<file path="src/rtl/instr_mem_loader_if.sv">
`default_nettype none
// ============================================================================
//  Module      : instr_mem_loader_if
//  Description : Handshake and write-bus bundle between a byte-stream source /
//                instruction memory (master side) and the instruction-memory
//                loader (slave side).
//                  Start    - single-cycle load request (master -> loader)
//                  RxData   - incoming byte                (master -> loader)
//                  RxValid  - RxData valid                 (master -> loader)
//                  RxReady  - loader accepts a byte        (loader -> master)
//                  WE       - instruction-memory write     (loader -> master)
//                  WAddr    - word-aligned byte address    (loader -> master)
//                  WData    - instruction word             (loader -> master)
//                  Busy     - load in progress, holds PC   (loader -> master)
//                  Done     - sticky load-complete flag    (loader -> master)
//                  Error    - sticky bad-length flag       (loader -> master)
//  Revision    : 1.0 - initial release
// ============================================================================
interface instr_mem_loader_if;
   logic        Start;
   logic [7:0]  RxData;
   logic        RxValid;
   logic        RxReady;
   logic        WE;
   logic [31:0] WAddr;
   logic [31:0] WData;
   logic        Busy;
   logic        Done;
   logic        Error;

   modport master (
      output Start, RxData, RxValid,
      input  RxReady, WE, WAddr, WData, Busy, Done, Error
   );

   modport slave (
      input  Start, RxData, RxValid,
      output RxReady, WE, WAddr, WData, Busy, Done, Error
   );
endinterface
`default_nettype wire

</file>
<file path="src/rtl/instr_mem_loader.sv">
`default_nettype none
// ============================================================================
//  Module      : instr_mem_loader
//  Description : Loads a program into instruction memory from a byte stream.
//                Stream format: 16-bit little-endian word count, then that
//                many 32-bit little-endian instruction words. Each complete
//                word is written with a one-cycle WE strobe at WAddr =
//                index*4. A count of 0 or above DEPTH sets a sticky Error.
//  Ports       : CLK    - clock, rising edge
//                RESETn - asynchronous active-low reset
//                bus    - instr_mem_loader_if.slave (Start, Rx handshake,
//                         write bus, Busy/Done/Error status)
//  Parameters  : DEPTH  - instruction-memory depth in 32-bit words
//  Revision    : 1.0 - initial release
// ============================================================================
module instr_mem_loader #(
   parameter int DEPTH = 128
) (
   input wire logic          CLK,
   input wire logic          RESETn,
   instr_mem_loader_if.slave bus
);

   localparam int          c_IDX_W = (DEPTH > 1) ? $clog2(DEPTH) : 1;
   localparam logic [16:0] c_DEPTH = 17'(DEPTH);

   typedef enum logic [2:0] {
      IDLE  = 3'd0,
      LEN0  = 3'd1,
      LEN1  = 3'd2,
      DATA  = 3'd3,
      WRITE = 3'd4,
      DONE  = 3'd5,
      ERR   = 3'd6
   } state_t;

   state_t               r_state;
   logic                 r_rx_ready;
   logic                 r_we;
   logic                 r_busy;
   logic                 r_done;
   logic                 r_error;
   logic [31:0]          r_waddr;
   logic [31:0]          r_wdata;
   logic [15:0]          r_count;
   logic [c_IDX_W-1:0]   r_word_idx;
   logic [1:0]           r_byte_idx;
   // Bytes 0..2 of the word being assembled; kept apart from r_wdata so the
   // write bus holds the previous word until the next write.
   logic [23:0]          r_asm;

   logic                 w_xfer;
   logic [15:0]          w_len;
   logic                 w_len_bad;
   logic [16:0]          w_idx_inc;
   logic                 w_last;
   logic [31:0]          w_waddr;

   assign w_xfer    = bus.RxValid & r_rx_ready;
   // Full count as it will be once the high byte in LEN1 is latched.
   assign w_len     = {bus.RxData, r_count[7:0]};
   assign w_len_bad = (w_len == 16'd0) || ({1'b0, w_len} > c_DEPTH);
   // Incremented index kept at 17 bits so a count equal to DEPTH compares
   // correctly even though the stored index never reaches DEPTH.
   assign w_idx_inc = 17'(r_word_idx) + 17'd1;
   assign w_last    = (w_idx_inc == {1'b0, r_count});
   assign w_waddr   = 32'(r_word_idx) << 2;

   always_ff @(posedge CLK or negedge RESETn) begin
      if (!RESETn) begin
         r_state    <= IDLE;
         r_rx_ready <= 1'b0;
         r_we       <= 1'b0;
         r_busy     <= 1'b0;
         r_done     <= 1'b0;
         r_error    <= 1'b0;
         r_waddr    <= 32'd0;
         r_wdata    <= 32'd0;
         r_count    <= 16'd0;
         r_word_idx <= '0;
         r_byte_idx <= 2'd0;
         r_asm      <= 24'd0;
      end else begin
         case (r_state)
            IDLE, DONE, ERR: begin
               if (bus.Start) begin
                  r_state    <= LEN0;
                  r_done     <= 1'b0;
                  r_error    <= 1'b0;
                  r_count    <= 16'd0;
                  r_word_idx <= '0;
                  r_byte_idx <= 2'd0;
                  r_rx_ready <= 1'b1;
                  r_busy     <= 1'b1;
               end
            end

            LEN0: begin
               if (w_xfer) begin
                  r_count[7:0] <= bus.RxData;
                  r_state      <= LEN1;
               end
            end

            LEN1: begin
               if (w_xfer) begin
                  r_count[15:8] <= bus.RxData;
                  if (w_len_bad) begin
                     r_state    <= ERR;
                     r_error    <= 1'b1;
                     r_rx_ready <= 1'b0;
                     r_busy     <= 1'b0;
                  end else begin
                     r_state    <= DATA;
                  end
               end
            end

            DATA: begin
               if (w_xfer) begin
                  r_byte_idx <= r_byte_idx + 2'd1;
                  case (r_byte_idx)
                     2'd0: r_asm[7:0]   <= bus.RxData;
                     2'd1: r_asm[15:8]  <= bus.RxData;
                     2'd2: r_asm[23:16] <= bus.RxData;
                     default: begin
                        r_wdata    <= {bus.RxData, r_asm};
                        r_waddr    <= w_waddr;
                        r_we       <= 1'b1;
                        r_rx_ready <= 1'b0;
                        r_state    <= WRITE;
                     end
                  endcase
               end
            end

            WRITE: begin
               r_we <= 1'b0;
               if (w_last) begin
                  r_state <= DONE;
                  r_done  <= 1'b1;
                  r_busy  <= 1'b0;
               end else begin
                  r_word_idx <= w_idx_inc[c_IDX_W-1:0];
                  r_rx_ready <= 1'b1;
                  r_state    <= DATA;
               end
            end

            default: begin
               r_state    <= IDLE;
               r_rx_ready <= 1'b0;
               r_we       <= 1'b0;
               r_busy     <= 1'b0;
            end
         endcase
      end
   end

   assign bus.RxReady = r_rx_ready;
   assign bus.WE      = r_we;
   assign bus.WAddr   = r_waddr;
   assign bus.WData   = r_wdata;
   assign bus.Busy    = r_busy;
   assign bus.Done    = r_done;
   assign bus.Error   = r_error;

endmodule
`default_nettype wire

</file>
<file path="src/flat_wrapper.sv">
// flat-port wrapper written by rule: the top's interface ports become plain ports
module instr_mem_loader_flat 
#(
   parameter int DEPTH = 128
)
  (CLK, RESETn, bus_Start, bus_RxData, bus_RxValid, bus_RxReady, bus_WE, bus_WAddr, bus_WData, bus_Busy, bus_Done, bus_Error);
  instr_mem_loader_if bus_i ();
  input wire logic CLK;
  input wire logic RESETn;
  input wire logic [$bits(bus_i.Start)-1:0] bus_Start;
  input wire logic [$bits(bus_i.RxData)-1:0] bus_RxData;
  input wire logic [$bits(bus_i.RxValid)-1:0] bus_RxValid;
  output wire logic [$bits(bus_i.RxReady)-1:0] bus_RxReady;
  output wire logic [$bits(bus_i.WE)-1:0] bus_WE;
  output wire logic [$bits(bus_i.WAddr)-1:0] bus_WAddr;
  output wire logic [$bits(bus_i.WData)-1:0] bus_WData;
  output wire logic [$bits(bus_i.Busy)-1:0] bus_Busy;
  output wire logic [$bits(bus_i.Done)-1:0] bus_Done;
  output wire logic [$bits(bus_i.Error)-1:0] bus_Error;
  assign bus_i.Start = bus_Start;
  assign bus_i.RxData = bus_RxData;
  assign bus_i.RxValid = bus_RxValid;
  assign bus_RxReady = bus_i.RxReady;
  assign bus_WE = bus_i.WE;
  assign bus_WAddr = bus_i.WAddr;
  assign bus_WData = bus_i.WData;
  assign bus_Busy = bus_i.Busy;
  assign bus_Done = bus_i.Done;
  assign bus_Error = bus_i.Error;
  instr_mem_loader #(.DEPTH(DEPTH)) u_core (.CLK(CLK), .RESETn(RESETn), .bus(bus_i));
endmodule
</file>
<file path="config.mk">
export PLATFORM = sky130hd
export DESIGN_NAME = instr_mem_loader_flat
export DESIGN_NICKNAME = d
export VERILOG_FILES = /design/src/rtl/instr_mem_loader_if.sv /design/src/rtl/instr_mem_loader.sv /design/src/flat_wrapper.sv
export SDC_FILE = /design/constraint.sdc
export NUM_CORES = 1
export LEC_CHECK = 0
export ABC_AREA = 1
export BUFFER_PORTS_ARGS = -buffer_cell sky130_fd_sc_hd__clkbuf_2
export CAP_MARGIN = 25
export CORE_MARGIN = 2
export CORE_UTILIZATION = 54
export CTS_CLUSTER_DIAMETER = 60
export CTS_CLUSTER_SIZE = 12
export DETAILED_ROUTE_END_ITERATION = 10
export GPL_TIMING_DRIVEN = 0
export PLACE_DENSITY = 0.87
export SLEW_MARGIN = 10
export SYNTH_ARGS = -nofsm -noshare
export SYNTH_HDL_FRONTEND = slang
export SYNTH_SLANG_ARGS = --single-unit
</file>
<file path="constraint.sdc">
create_clock -name CLK -period 2.7 [get_ports CLK]
set_input_delay 0.54 -clock CLK [delete_from_list [all_inputs] [get_ports CLK]]
set_output_delay 0.54 -clock CLK [all_outputs]
set_load 0.01 [all_outputs]
</file>
# Word-level counts from Yosys, hierarchy flattened
# Cells that the tools add are included.
# totals
regBits	96
in_bits	12
wordCells	102
output_inout_bits	69
# classes
n_mux	36
addsub	2
n_reduce_logical	26
n_bitwise	5
magnitude_cmp	1
n_eq_ne	17
# op_table
op	count
one-hot mux 8 bit (2 select lines)	2
AND reduction 3 bit	10
two-way mux 3 bit	7
== test 17 x 16 -> 1 bit	1
greater-than comparator 16 x 8 -> 1 bit, second input constant	1
zero test 16 bit	1
two-way mux 16 bit	1
one-hot mux 3 bit (5 select lines)	1
two-way mux 7 bit	2
one-hot mux 7 bit (2 select lines)	1
two-way mux 1 bit	13
inequality test 2 x 1 -> 1 bit, second input constant	5
AND reduction 5 bit	2
== test 3 bit, second input constant	3
adder 7 x 1 -> 8 bit, second input constant	1
two-way mux 8 bit	1
nonzero test 2 bit	4
AND reduction 7 bit	1
== test 3 x 2 -> 1 bit, second input constant	2
inequality test 2 bit, second input constant	3
one-hot mux 1 bit (2 select lines)	3
OR reduction 3 bit	2
one-hot mux 1 bit (5 select lines)	1
OR reduction 5 bit	1
14 further kinds	18

# Logic depth before layout (Yosys ltp)
# depth
word_depth	5
mapped_depth	14
depth_no_buf	14

# Worst setup path after synthesis
# No wires, ideal clock.
# synth_timing
path_type	reg2reg
from	register u_core.r_word_idx[0]
to	register u_core.r_rx_ready, in the netlist u_core.bus.RxReady
required_ps	2580
setup_ps	120
synth_period_minus_slack_ps	1683
path_buffers	0
path_slack_ps	1017
t_arrival_ps	1563
stages_incl_launch_ff	12
path_cell_list	dfrtp_1 > ha_1 > nand2_1 > nand2_1 > nor2_1 > nand2_1 > nor2_1 > nand3_1 > nor2_1 > nand3_1 > nand2_2 > nand2_1
# synth_between
elab_chain_cells	4
# synth_lines
element	line_no	source
start: declaration	instr_mem_loader.sv:46	logic [c_IDX_W-1:0] r_word_idx;
start signal: assignment	instr_mem_loader.sv:144	r_word_idx <= w_idx_inc[c_IDX_W-1:0];
adder 7 x 1 -> 8 bit	instr_mem_loader.sv:65	assign w_idx_inc = 17'(r_word_idx) + 17'd1;
== test 17 x 16 -> 1 bit	instr_mem_loader.sv:66	assign w_last = (w_idx_inc == {1'b0, r_count});
inequality test 2 bit (no source line)	-	
AND reduction 7 bit (no source line)	-	
end signal: assignment	instr_mem_loader.sv:72	r_rx_ready <= 1'b0;
end signal: assignment	instr_mem_loader.sv:93	r_rx_ready <= 1'b1;
end signal: assignment	instr_mem_loader.sv:111	r_rx_ready <= 1'b0;
end: declaration	instr_mem_loader.sv:38	logic r_rx_ready;
# No other way between the ends.
# A chain may end at the register's enable or synchronous reset.

# Final worst setup path
# layout_timing
from	register u_core.r_word_idx[0]
to	register u_core.r_word_idx[3]
# layout_between
elab_chain_cells	4
word_cells_on_any_way	6
classes_between	add/sub: 1; eq/ne: 2; mux: 2; reduce/logical: 1
# layout_lines
element	line_no
adder 7 x 1 -> 8 bit *	instr_mem_loader.sv:65
== test 17 x 16 -> 1 bit	instr_mem_loader.sv:66
inequality test 2 bit (no source line)	-
AND reduction 3 bit (no source line)	-
# Mark *: on every way between the ends. The rest lies on a longest branch, timed or not. The select of a mux whose other input is x is not followed.

==> metrics.md <==
| Metric | Value |
|---|---|
| Status | complete, no violations |
| Vias in the first global route | roughly 3400 |
| Hold Buf Count CTS | 0 |
| Worst-path clk slew | 0.10 ns |
| WL final | roughly 9600 µm |
| Layout area overhead | 16.3% |
| Residual DRC count | 0 |
| Worst-Skew Late Latency | roughly 0.36 ns |
| Die area | between 8000 and 9000 µm² |
| Worst reg-to-reg path cell count | 13 |
| Synth Warn # | 0 |
| Layout cells sized above 1 | approximately a quarter |
| H-tree depth | 3 |
| Total Power | between 2 and 2.5 mW |
| Fin. max-slew vios | 0 |
| Crit path cell chain | ha_1, nand2_1, nand2_1, nor2_1, nand2_1, nor2_1, nand3_1, nor2_1, nand2_1, nand2_1, inv_1, nand2_1, nand2_1 |
| Routed Antenna Nets | 0 |
| Maxcap violations | 0 |
| ANT cells | 0 |
| DRT Pass-1 Iters | 5 |
| Number of buffers created by CTS | 9 |
| Part of the cycle the worst path needs | 77.3% |
| Crit path DAT | ~2.3 ns |
| Crit path max fanout | 5 |
| FP Rows | 32 |
| Fmax | 479 MHz |
| Synth Flop Type | dfrtp_1 |
| Number of top-level pins | 81 |
| Crit Path Class | flop to flop |
| Top Family by Delay on Critical Path | simple AND/OR/NAND/NOR gates |
| Max IR drop VDD | about 230 µV |
| Final min period | 2.09 ns |
| CP most frequent cell | nand2_1 |
| Mapped Cells | approximately 480 |
| Max-slew headroom | between 50% and 60% |
| CP endpoint kind | flop |
| Die Span X | 94 µm |
| CP bufs+invs | 1 |
| WL/cell | 14.2 µm |
| Synth cell types | 26 |
| CP Launch Type | flop |
| Initial DRC count | 170 |
| Setup TNS | 0 ns |
| Leak | approximately 2.8 nW |
| Initial core utilization | between 50% and 60% |
| Clock sink count | 96 |
| RSZ-0062 raised after global routing | no |
| Async set-reset flop share out of synthesis | between 90% and 100% |
| Worst Skew | ~0.008 ns |
| Mean Syn Cell Area | 9.17 µm² |
| Critical path's largest stage delay | roughly 0.43 ns |
| Largest net degree at the start of global routing | between 50 and 60 |
| EDFF count, synth | 0 |
| RR Startpoint | u_core.r_word_idx[0] |
| Area leader, netlist | dfrtp_1 |
| Clock Path Buffers | 2 |
| Core Area | approximately 8000 µm² |
| Worst-Margin Slew | about 0.65 ns |
| Setup violators final | 0 |
| Post-synthesis sequential area ratio | a little over half |
| Most instantiated cells after synthesis | 129 x nand2_1, 96 x dfrtp_1, 53 x o21ai_0 |
| CP max stage cell | dfrtp_1 |
| Post-synth top area share | a little over half |
| PwrDens | 488 nW/µm² |
| Number of port buffers | 55 |
| CP required | 2.95 ns |
| Gpl congestion | approximately 0.9 |
| GR Overflow Total | 0 |
| Count leader, synth | nand2_1 |
| Initial antenna violation count | 0 |
| Dominant cells by area after synthesis | dfrtp_1 55%, nand2_1 11%, mux2_2 6.4% |
| Hold Violations, Final | 0 |
| CTS tree | yes |
| Die span in y | between 90 and 100 µm |
| Post-synthesis register bit count | 96 |
| Gr usage total | 23.2% |
| Hold Crit Class | input port to async pin |
| CTS root buf | clkbuf_8 |
| First-pass GRT wire length | approximately 16000 µm |
| Synth Cell Area | approximately 4400 µm² |
| Total setup buffers inserted after CTS | 0 |
| CP Depth | 13 |
| Via/cell ratio | approximately 5 |
| # resized after CTS | 0 |
| Hold WS | ~0.21 ns |
| Fin nets | ~590 |
| Worst setup path start | u_core.r_word_idx[0] |
| Fill count | slightly above 600 |
| Detailed Place HPWL | between 7000 and 8000 µm |
| Vias | 3459 |
[report_power, final]
group	total, mW	switching (mW)	internal, mW
registers	1.44	0	1.44
logic	0.103	0.0682	0.0348
clock network	0.945	0.517	0.428
[metrics by stage]
| step | cell area [µm²] | std cells | setup slack [ns] | utilization, % |
|---|---|---|---|---|
| 5_1_grt | 5090 | 674 | 0.334 | 65.2 |
| 2_1_floorplan | 4460 | 501 | 1.02 | - |
| 4_1_cts | 5090 | 674 | 0.649 | 65.2 |
| 3_5_place_dp | 4900 | 659 | 0.680 | 62.7 |
| 3_3_place_gp | 4870 | 658 | 0.0561 | 62.3 |
| 6_report | 5090 | 674 | 0.614 | 65.2 |
[layer usage]
| layer | share of wire, % | vias up | GRT usage [%] |
|---|---|---|---|
| li1 | - | 1663 | - |
| met1 | 42 | 1647 | 29.2 |
| met2 | 50 | 122 | 38.8 |
| met3 | 5.8 | 27 | 4.41 |
| met4 | 2.4 | 0 | 10.7 |
| met5 | 0 | - | 0 |
[cell families (layout without fill, tap and decap cells)]
group / after synthesis / in the layout / synth area share [%]
other: 1 / 25 / 0.0857
multiplexers: 25 / 25 / 6.44
adder cells (fa/ha/maj): 5 / 5 / 1.43
AO/OA/AOI/OAI: 71 / 71 / 8.95
AND/OR/NAND/NOR: 200 / 200 / 19.0
buffers and inverters: 79 / 150 / 9.18
flip-flops: 96 / 96 / 54.9
[registers in the layout (all words and copies together) (netlist names)]
| name | count |
|---|---|
| u_core.bus.Busy | 1 |
| u_core.bus.Done | 1 |
| u_core.r_state | 3 |
| u_core.bus.WE | 1 |
| u_core.bus.Error | 1 |
| u_core.bus.WData | 32 |
| u_core.bus.RxReady | 1 |
| u_core.r_word_idx | 7 |
| u_core.r_asm | 24 |
| u_core.bus.WAddr | 7 |
| u_core.r_byte_idx | 2 |
| u_core.r_count | 16 |
[placed cells by master, fill, tap and decap left out, types with 4 or more instances in the layout]
cell      netlist  final
nand2_1       129    129
clkbuf_2        0     54
nand4_1         7      7
nor2_1         30     30
ha_1            5      5
o21ai_0        53     53
nand3_1        23     23
clkbuf_1        6      6
a21oi_1        13     13
conb_1          1     25
clkbuf_8        0      9
dfrtp_1        96     96
buf_4          27     27
nor2_2          4      4
mux2_2         25     25
inv_1          40     40
[worst paths after layout]
| path | to | slack (ns) |
|---|---|---|
| worst max register to register | u_core.r_word_idx[3] | 0.61 |
| max in group asynchronous | u_core.bus.WAddr[6] | 1.83 |
| worst min register to register | u_core.bus.Busy | 0.48 |
| worst max-delay path | u_core.r_word_idx[3] | 0.61 |
| worst min-delay path | u_core.bus.WData[12] | 0.21 |
| min in group CLK | u_core.r_count[12] | 0.44 |
[final cells by class]
| class | instances | area [µm²] | area share, % |
|---|---|---|---|
| plain buffers | 36 | 240 | 4.72 |
| clock buffers | 9 | 124 | 2.43 |
| clock inverters | 6 | 67.6 | 1.33 |
| inverters | 43 | 161 | 3.17 |
| multi-input cells | 326 | 1660 | 32.6 |
| flip-flops and latches | 96 | 2400 | 47.2 |
| well taps | 102 | 128 | 2.51 |
| repair buffers | 56 | 305 | 6.00 |
[worst reg2reg max path, delay by kind of cell, from the launching register on]
| family | cells | cell delay (ns) |
|---|---|---|
| flip-flops | 1 | 0.43 |
| AND/OR/NAND/NOR | 11 | 1.07 |
| buffers and inverters | 1 | 0.12 |
| adder cells (fa/ha/maj) | 1 | 0.36 |
Note: power is estimated with default switching activity, not from simulation.
